**config.mk**
```make
export PLATFORM = sky130hd
export DESIGN_NAME = uart_tx
export DESIGN_NICKNAME = d
export VERILOG_FILES = /design/src/rtl/uart_pkg.sv /design/src/rtl/uart_tx_bitclk.sv /design/src/rtl/uart_tx.sv
export SDC_FILE = /design/constraint.sdc
export NUM_CORES = 1
export LEC_CHECK = 0
export ABC_AREA = 0
export CAP_MARGIN = 10
export CORE_AREA = 2 2 101 103
export DETAILED_ROUTE_END_ITERATION = 6
export DIE_AREA = 0 0 103 105
export PLACE_DENSITY = 0.86
export SKIP_CTS_REPAIR_TIMING = 1
export SYNTH_ARGS = -nofsm -noshare
export SYNTH_HDL_FRONTEND = slang
export SYNTH_SLANG_ARGS = --single-unit
```
**constraint.sdc**
```tcl
create_clock -name clk_i -period 4.5 [get_ports clk_i]
set_input_delay 0.9 -clock clk_i [delete_from_list [all_inputs] [get_ports clk_i]]
set_output_delay 0.9 -clock clk_i [all_outputs]
set_load 0.01 [all_outputs]
```
**src/rtl/uart_pkg.sv**
```systemverilog
// Shared constants and FSM encoding for the UDM UART transmitter.
package uart_pkg;

  localparam int DEF_BITPERIOD_W = 29;
  localparam int UART_DATA_W     = 8;

  localparam logic [1:0] TX_IDLE  = 2'd0;
  localparam logic [1:0] TX_START = 2'd1;
  localparam logic [1:0] TX_DATA  = 2'd2;
  localparam logic [1:0] TX_STOP  = 2'd3;

  typedef enum logic [1:0] {
    ST_IDLE  = TX_IDLE,
    ST_START = TX_START,
    ST_DATA  = TX_DATA,
    ST_STOP  = TX_STOP
  } tx_state_e;

endpackage

```
**src/rtl/uart_tx_bitclk.sv**
```systemverilog
// Bit-period down-counter: reloads on restart or at each bit boundary and
// strobes bit_end for one cycle when the current bit has lasted its full period.
module uart_tx_bitclk #(
  parameter int W = 29
) (
  input  logic         clk_i,
  input  logic         rst_i,
  input  logic         en,
  input  logic         restart,
  input  logic [W-1:0] period,
  output logic         bit_end
);

  logic [W-1:0] cnt_r;
  logic [W-1:0] reload_s;

  // A zero period is treated as one clock per bit.
  assign reload_s = (period == {W{1'b0}}) ? {W{1'b0}} : period - {{(W-1){1'b0}}, 1'b1};
  assign bit_end  = en && (cnt_r == {W{1'b0}});

  // Count down within a bit; reload from the period at launch and at bit ends.
  always_ff @(posedge clk_i or negedge rst_i) begin
    if (!rst_i) begin
      cnt_r <= {W{1'b0}};
    end else if (restart) begin
      cnt_r <= reload_s;
    end else if (!en) begin
      cnt_r <= {W{1'b0}};
    end else if (cnt_r == {W{1'b0}}) begin
      cnt_r <= reload_s;
    end else begin
      cnt_r <= cnt_r - {{(W-1){1'b0}}, 1'b1};
    end
  end

endmodule

```
**src/rtl/uart_tx.sv**
```systemverilog
// 8N1 UART transmitter with a one-entry holding buffer, timed by the receiver's
// measured bit period. Define UART_TX_TWO_STOP_EN for two stop bits.
module uart_tx
  import uart_pkg::*;
#(
  parameter int   BITPERIOD_W = DEF_BITPERIOD_W,
  parameter logic IDLE_LEVEL  = 1'b1
) (
  input  logic                   clk_i,
  input  logic                   rst_i,
  input  logic                   locked_i,
  input  logic [BITPERIOD_W-1:0] bitperiod_i,
  input  logic                   tx_req_i,
  input  logic [UART_DATA_W-1:0] din_bi,
  output logic                   tx_rdy_o,
  output logic                   tx_o,
  output logic                   busy_o,
  output logic                   tx_done_tick_o
);

`ifdef UART_TX_TWO_STOP_EN
  localparam logic [2:0] STOP_LAST = 3'd1;
`else
  localparam logic [2:0] STOP_LAST = 3'd0;
`endif

  tx_state_e              state_r, state_n;
  logic [UART_DATA_W-1:0] shift_r, shift_n;
  logic [UART_DATA_W-1:0] buf_r, buf_n;
  logic                   buf_valid_r, buf_valid_n;
  logic [2:0]             bit_cnt_r, bit_cnt_n;
  logic [BITPERIOD_W-1:0] bp_q_r, bp_q_n;
  logic                   tx_r, tx_n;
  logic                   rdy_r, busy_r, done_r, done_n;
  logic                   launch_s, bit_end_s;
  logic [BITPERIOD_W-1:0] bp_sel_s;

  assign bp_sel_s = launch_s ? bitperiod_i : bp_q_r;

  uart_tx_bitclk #(.W(BITPERIOD_W)) u_bitclk (
    .clk_i   (clk_i),
    .rst_i   (rst_i),
    .en      (state_r != ST_IDLE),
    .restart (launch_s),
    .period  (bp_sel_s),
    .bit_end (bit_end_s)
  );

  // State and output registers.
  always_ff @(posedge clk_i or negedge rst_i) begin
    if (!rst_i) begin
      state_r     <= ST_IDLE;
      shift_r     <= {UART_DATA_W{1'b0}};
      buf_r       <= {UART_DATA_W{1'b0}};
      buf_valid_r <= 1'b0;
      bit_cnt_r   <= 3'd0;
      bp_q_r      <= {BITPERIOD_W{1'b0}};
      tx_r        <= IDLE_LEVEL;
      rdy_r       <= 1'b1;
      busy_r      <= 1'b0;
      done_r      <= 1'b0;
    end else begin
      state_r     <= state_n;
      shift_r     <= shift_n;
      buf_r       <= buf_n;
      buf_valid_r <= buf_valid_n;
      bit_cnt_r   <= bit_cnt_n;
      bp_q_r      <= bp_q_n;
      tx_r        <= tx_n;
      rdy_r       <= !buf_valid_n;
      busy_r      <= (state_n != ST_IDLE) || buf_valid_n;
      done_r      <= done_n;
    end
  end

  // Next-state logic; launch covers both IDLE->START and back-to-back STOP->START.
  always_comb begin
    state_n     = state_r;
    shift_n     = shift_r;
    buf_n       = buf_r;
    buf_valid_n = buf_valid_r;
    bit_cnt_n   = bit_cnt_r;
    bp_q_n      = bp_q_r;
    tx_n        = tx_r;
    done_n      = 1'b0;
    launch_s    = 1'b0;

    case (state_r)
      ST_IDLE: begin
        tx_n = IDLE_LEVEL;
        if (buf_valid_r && locked_i) begin
          launch_s = 1'b1;
        end else begin
          state_n = ST_IDLE;
        end
      end
      ST_START: begin
        if (bit_end_s) begin
          tx_n      = shift_r[0];
          bit_cnt_n = 3'd0;
          state_n   = ST_DATA;
        end else begin
          tx_n = 1'b0;
        end
      end
      ST_DATA: begin
        if (bit_end_s) begin
          if (bit_cnt_r == 3'd7) begin
            tx_n      = IDLE_LEVEL;
            bit_cnt_n = 3'd0;
            state_n   = ST_STOP;
          end else begin
            shift_n   = shift_r >> 1;
            tx_n      = shift_r[1];
            bit_cnt_n = bit_cnt_r + 3'd1;
          end
        end else begin
          state_n = ST_DATA;
        end
      end
      ST_STOP: begin
        tx_n = IDLE_LEVEL;
        if (bit_end_s) begin
          if (bit_cnt_r == STOP_LAST) begin
            done_n = 1'b1;
            if (buf_valid_r && locked_i) begin
              launch_s = 1'b1;
            end else begin
              state_n = ST_IDLE;
            end
          end else begin
            bit_cnt_n = bit_cnt_r + 3'd1;
          end
        end else begin
          state_n = ST_STOP;
        end
      end
      default: begin
        state_n = ST_IDLE;
        tx_n    = IDLE_LEVEL;
      end
    endcase

    if (launch_s) begin
      shift_n     = buf_r;
      buf_valid_n = 1'b0;
      bp_q_n      = bitperiod_i;
      bit_cnt_n   = 3'd0;
      tx_n        = 1'b0;
      state_n     = ST_START;
    end else begin
      bp_q_n = bp_q_r;
    end

    // Accept only while empty, so it can never coincide with a launch.
    if (tx_req_i && rdy_r) begin
      buf_n       = din_bi;
      buf_valid_n = 1'b1;
    end else begin
      buf_n = buf_r;
    end
  end

  assign tx_o           = tx_r;
  assign tx_rdy_o       = rdy_r;
  assign busy_o         = busy_r;
  assign tx_done_tick_o = done_r;

endmodule

```
==> results of run 1 <==
-- sequential cells by signal (all words and copies together), names as in the netlist, named ones only --
| register | count |
|---|---|
| bit_cnt_r | 3 |
| bp_q_r | 28 |
| buf_r | 8 |
| buf_valid_r | 1 |
| busy_o | 1 |
| shift_r | 8 |
| state_r | 2 |
| tx_done_tick_o | 1 |
| tx_o | 1 |
| tx_rdy_o | 1 |
| u_bitclk.cnt_r | 29 |
-- final cells by class --
class                   instances  area share [%]
repair buffers                 56           8.856
clock buffers                  12           2.770
well taps                     133           2.791
flip-flops and latches         84           35.30
clock inverters                 4          0.9234
inverters                      12          0.7555
multi-input cells             414           48.60
-- synthesized netlist by cell type, types with 5 or more instances --
master    number
mux2_2        29
nand3b_1       5
mux2i_1       15
and4_1         5
clkbuf_1       5
xnor2_1       23
nand2_1       51
buf_2          7
nor3b_1        5
dfrtp_1       82
buf_6          5
inv_1         12
nor4_1        15
o21ai_0       21
nand3_1       12
nor3_1        26
o22ai_1       20
o32ai_1        6
xor2_1        18
or4_1         11
ha_1          11
nor2_1        32
and3_1         7
a21oi_1       22
or3_1         10
-- per-layer routing --
metal | vias up | global-route usage [%] | share of wire, %
met2 | 250 | 42.02 | 48
li1 | 2073 | - | -
met5 | - | 0 | 0
met4 | 0 | 9.211 | 3.3
met1 | 2187 | 34.37 | 40
met3 | 52 | 6.221 | 8.5
-- critical path, cell delays in order --
cell	delay (ns)
clkdlybuf4s50_1	0.47
nand3b_1	0.15
nor4_2	0.36
and3_1	0.27
nor2_4	0.07
mux2i_1	0.22
ha_1	0.25
nand2_1	0.05
or4_1	0.52
a22oi_2	0.37
a21o_1	0.34
buf_4	0.24
o32ai_1	0.11
-- report_power, final --
group	switching [W]	leakage (nW)	internal (W)	total, W
combinational	0.0000433	1.30	0.0000564	0.0000997
sequential	0.0000123	0.947	0.000783	0.000795
clock	0.000292	0.109	0.000305	0.000597
total	0.000348	2.35	0.00114	0.00149
-- final timing paths --
path                       startpoint            endpoint  slack (ns)  depth (start not counted)
max                          locked_i  u_bitclk.cnt_r[14]        0.35                         13
min                          buf_r[7]          shift_r[7]        0.47                          2
max reg2reg                state_r[0]  u_bitclk.cnt_r[14]        0.38                         14
min reg2reg                  buf_r[7]          shift_r[7]        0.47                          2
max in group asynchronous       rst_i            buf_r[0]        3.10                          1
min in group asynchronous       rst_i          bp_q_r[19]        0.69                          1
-- kinds of logic (layout without fill, tap and decap cells) --
family | after synthesis | count (layout)
mux | 46 | 46
compound gates | 112 | 112
simple gates | 204 | 204
flops | 84 | 84
fa+ha+maj | 11 | 11
xor+xnor | 41 | 41
buf+inv | 34 | 84
-- per-stage QoR --
stage / area [um^2] / setup WS [ns] / utilization, %
after floorplan: 5179 / 0.3880 / -
after global routing: 5962 / 0.1828 / 61.85
final: 5962 / 0.3475 / 61.85
after CTS: 5962 / 0.4152 / 61.85
after global placement: 5742 / 0.2503 / 59.57
after detailed placement: 5742 / 0.04666 / 59.57
==> flow_summary.ini, run 1 <==
[critical_path]
start_kind = input pin
cp.required_ns = 4.68
arrival_ns = 4.33
end_kind = flop
critPathMaxFanout = 11
crit_type = input pin to flop

[yosys]
synth_edf_count = 0
synth-seq-cells = 84
synth_xor_area_share_pct = 6.934
synth_warnings = 0
yosysTopAreaCell = dfrtp_1
synth_cell_types = 66
yosysSeqAreaShare_pct = 40.64
synth_top_area_share_pct = 39.62
syn-num-nets = 584
async_reset_ff_share_pct = 100.0
synth-compound-area-share_pct = 15.10
avgSynthCellArea_um2 = 9.734
netlist_instances = 532
synth_top_family_by_area = simple AND/OR/NAND/NOR gates
synthMuxAreaShare_pct = 9.785
yosys.area_share.simple_pct = 21.21
synth.top_cells.by_area = dfrtp_1, mux2_2, xnor2_1
syn_area_um2 = 5179
synthFlopType = dfrtp_1
synthAdderAreaFrac_pct = 2.658

[power]
p_leak_nw = 2.354
finalPower_w = 0.001492
power.density_nw_per_um2 = 250.2
vdd.ir_drop.worst_mv = 0.2371

[route]
drc = 0
first_pass_iters = 5
vias = 4562
post_drt_wl_per_cell_um = 19.00
via_per_inst = 6.380
ant_nets = 0
drt_iter0_markers = 370
wl_um = 13590

[floorplan]
rows = 36
ios = 45
die_w_um = 103
core_um2 = 9639
start_util_pct = 53.73
die_h_um = 105
die_area_um2 = 10820

[global_routing]
grt_max_degree = 85
grt.overflow.total = 0
antenna_found_initial = 0
grt_pass1_wl_um = 22430
grt_pass1_vias = 4618
track_usage_pct = 26.21

[timing]
relSlewSlack_pct = 19.06
fmax_mhz = 240.8
setup_violations = 0
fin_hold_ws_ns = 0.4711
worstMarginPinSlew_ns = 1.214
period_share_pct = 92.28
finalSetupTns_ns = 0
final.setup_skew_ns = 0.01243
fin_crit_ns = 4.152
finalHoldViolations = 0
rsz0062_at_grt = false
maxSlewViolCount = 0

[cells_and_area]
final_layout_size_suffix_gt1_share_pct = 13.23
fill_cells = 801
regArea_um2 = 2105
nets = 629
layout_common_cells = dfrtp_1, nand2_1, clkdlybuf4s50_1
multi_input_area_um2 = 2898
finalNonFillerCells = 715
synthToLayoutAreaGrowth_pct = 15.12
antenna_cells = 0
layout_commonest_cell = dfrtp_1

[worst_hold_path]
hp-class = flop to flop

[clock_tree]
cts_root_buffer = clkbuf_8
clock_path_buffers = 2
clkLatencyLatePin_ns = 0.37
numCtsBuffers = 9
clkTransAtPathRegs_ns = 0.08
clock-sinks = 84
htreeDepth = 3
tritoncts = built

[place]
dp_hpwl_um = 9595
dp_cells = 699
gp_congestion = 0.9040
io_buffers = 44

[run_status]
status = finished clean

[run]
cap_viol_max_count = 0
No activity file was read; power rests on OpenSTA's default activity.
==> run 2: changes to the inputs <==
--- a/config.mk
+++ b/config.mk
@@ -10,7 +10,7 @@
 export CORE_AREA = 2 2 101 103
 export DETAILED_ROUTE_END_ITERATION = 6
 export DIE_AREA = 0 0 103 105
-export PLACE_DENSITY = 0.86
+export PLACE_DENSITY = 0.71
 export SKIP_CTS_REPAIR_TIMING = 1
 export SYNTH_ARGS = -nofsm -noshare
 export SYNTH_HDL_FRONTEND = slang
==> run 2 against run 1 <==
Effect of this change: power decreased by 0.22%; die area stayed put; design area is essentially flat; sequential share of layout area barely moved; critical path depth increased by 2; clock power down 0.8%; largest cell class unchanged; sequential cell count stayed put; register-to-register slack improved by 0.22 ns.
==> flow_summary.ini, run 2 (synthesis results as in run 1) <==
[timing]
setup_violations = 0
relSlewSlack_pct = 17.82
worstMarginPinSlew_ns = 1.233
final.setup_skew_ns = 0.006721
period_share_pct = 87.27
fin_crit_ns = 3.927
finalSetupTns_ns = 0
rsz0062_at_grt = false
maxSlewViolCount = 0
fmax_mhz = 254.6
finalHoldViolations = 0

[floorplan]
start_util_pct = 53.73
core_um2 = 9639
die_w_um = 103
die_h_um = 105
die_area_um2 = 10820
rows = 36
ios = 45

[place]
dp_cells = 700
gp_congestion = 0.8692
dp_hpwl_um = 9629
place_area_um2 = 5749
io_buffers = 44

[global_routing]
grt_max_degree = 54
track_usage_pct = 25.96
antenna_found_initial = 0
grt_pass1_vias = 4353
grt.overflow.total = 0
grt_pass1_wl_um = 21900

[clock_tree]
clkLatencyLatePin_ns = 0.37
clkTransAtPathRegs_ns = 0.10
cts_root_buffer = clkbuf_8
clock_path_buffers = 2
tritoncts = built
numCtsBuffers = 9
htreeDepth = 3
clock-sinks = 84

[cells_and_area]
multi_input_area_um2 = 2898
regArea_um2 = 2105
antenna_cells = 0
synthToLayoutAreaGrowth_pct = 15.10
design_area_um2 = 5961
layout_common_cells = dfrtp_1, nand2_1, clkdlybuf4s50_1
nets = 630
layout_commonest_cell = dfrtp_1
largest_register_ffs = 29
regMostFlops = u_bitclk.cnt_r
finalNonFillerCells = 716
top_regs = u_bitclk.cnt_r (29), bp_q_r (28)
final_layout_size_suffix_gt1_share_pct = 13.38
fill_cells = 845

[power]
p_leak_nw = 2.359
power.density_nw_per_um2 = 249.7
vdd.ir_drop.worst_mv = 0.1960

[critical_path]
end_kind = flop
crit_type = input pin to flop
cp.required_ns = 4.70
critPathMaxFanout = 16
start_kind = input pin
arrival_ns = 4.12

[route]
post_drt_wl_per_cell_um = 18.53
wl_um = 13270
first_pass_iters = 4
ant_nets = 0
drt_iter0_markers = 239
drc = 0
via_per_inst = 6.207
vias = 4444

[run_status]
status = finished clean

[worst_hold_path]
hp-class = flop to flop

[run]
cap_viol_max_count = 0
[run 2: changes by cell type in the layout (fill, tap and decap cells not counted), sizes merged]
cell / delta
clkinvlp: -1
clkbuf: -3
inv: +4
buf: +1
[run 2: worst paths after layout]
kind                            startpoint            endpoint  slack (ns)  cells past startpoint
worst max-delay path              locked_i  u_bitclk.cnt_r[16]        0.57                     15
worst min-delay path              buf_r[4]          shift_r[4]        0.48                      2
worst max register to register  state_r[0]  u_bitclk.cnt_r[16]        0.60                     16
worst min register to register    buf_r[4]          shift_r[4]        0.48                      2
max in group asynchronous            rst_i            tx_rdy_o        3.02                      2
min in group asynchronous            rst_i          bp_q_r[20]        0.56                      1
[run 2: layout make-up]
cell class              instances  area share, %
clock inverters                 7          1.469
repair buffers                 57          8.984
inverters                      12         0.7557
multi-input cells             414          48.61
clock buffers                   9          2.078
well taps                     133          2.792
flip-flops and latches         84          35.31
[run 2: per-layer routing]
| metal | GRT usage (%) | part of all wire (%) | vias up |
|---|---|---|---|
| met5 | 0 | 0 | - |
| met4 | 8.741 | 2.1 | 0 |
| met3 | 4.482 | 5.4 | 20 |
| met2 | 40.35 | 48 | 132 |
| met1 | 36.45 | 45 | 2205 |
| li1 | - | - | 2087 |
[run 2: per-stage QoR]
stage / power (W) / worst slack [ns] / utilization, % / hold WS, ns
4_1_cts: 0.001499 / 0.5884 / 61.84 / 0.4915
3_3_place_gp: 0.0009101 / 0.3432 / 59.64 / 0.4584
6_report: 0.001489 / 0.5729 / 61.84 / 0.4834
3_5_place_dp: 0.0009131 / 0.1947 / 59.64 / 0.4634
2_1_floorplan: 0.0008411 / 0.3880 / - / 0.4331
5_1_grt: 0.001547 / 0.3371 / 61.84 / 0.5186
[run 2: report_power, final]
part | internal, W | leakage (nW) | total [W] | switching [W]
combinational | 0.0000569 | 1.30 | 0.000100 | 0.0000433
sequential | 0.000783 | 0.947 | 0.000796 | 0.0000137
clock | 0.000271 | 0.109 | 0.000592 | 0.000321
[run 2: critical path: stages]
cell and delay, ns:
clkdlybuf4s50_1 0.48, nand3b_1 0.13, nor4_2 0.33, and3_1 0.27
nor2_4 0.12, nand2_1 0.11, nand2_1 0.09, inv_1 0.07
ha_1 0.21, nand2_1 0.06, or4_1 0.51, a22oi_2 0.33
a21o_1 0.18, buf_4 0.21, o32ai_1 0.12
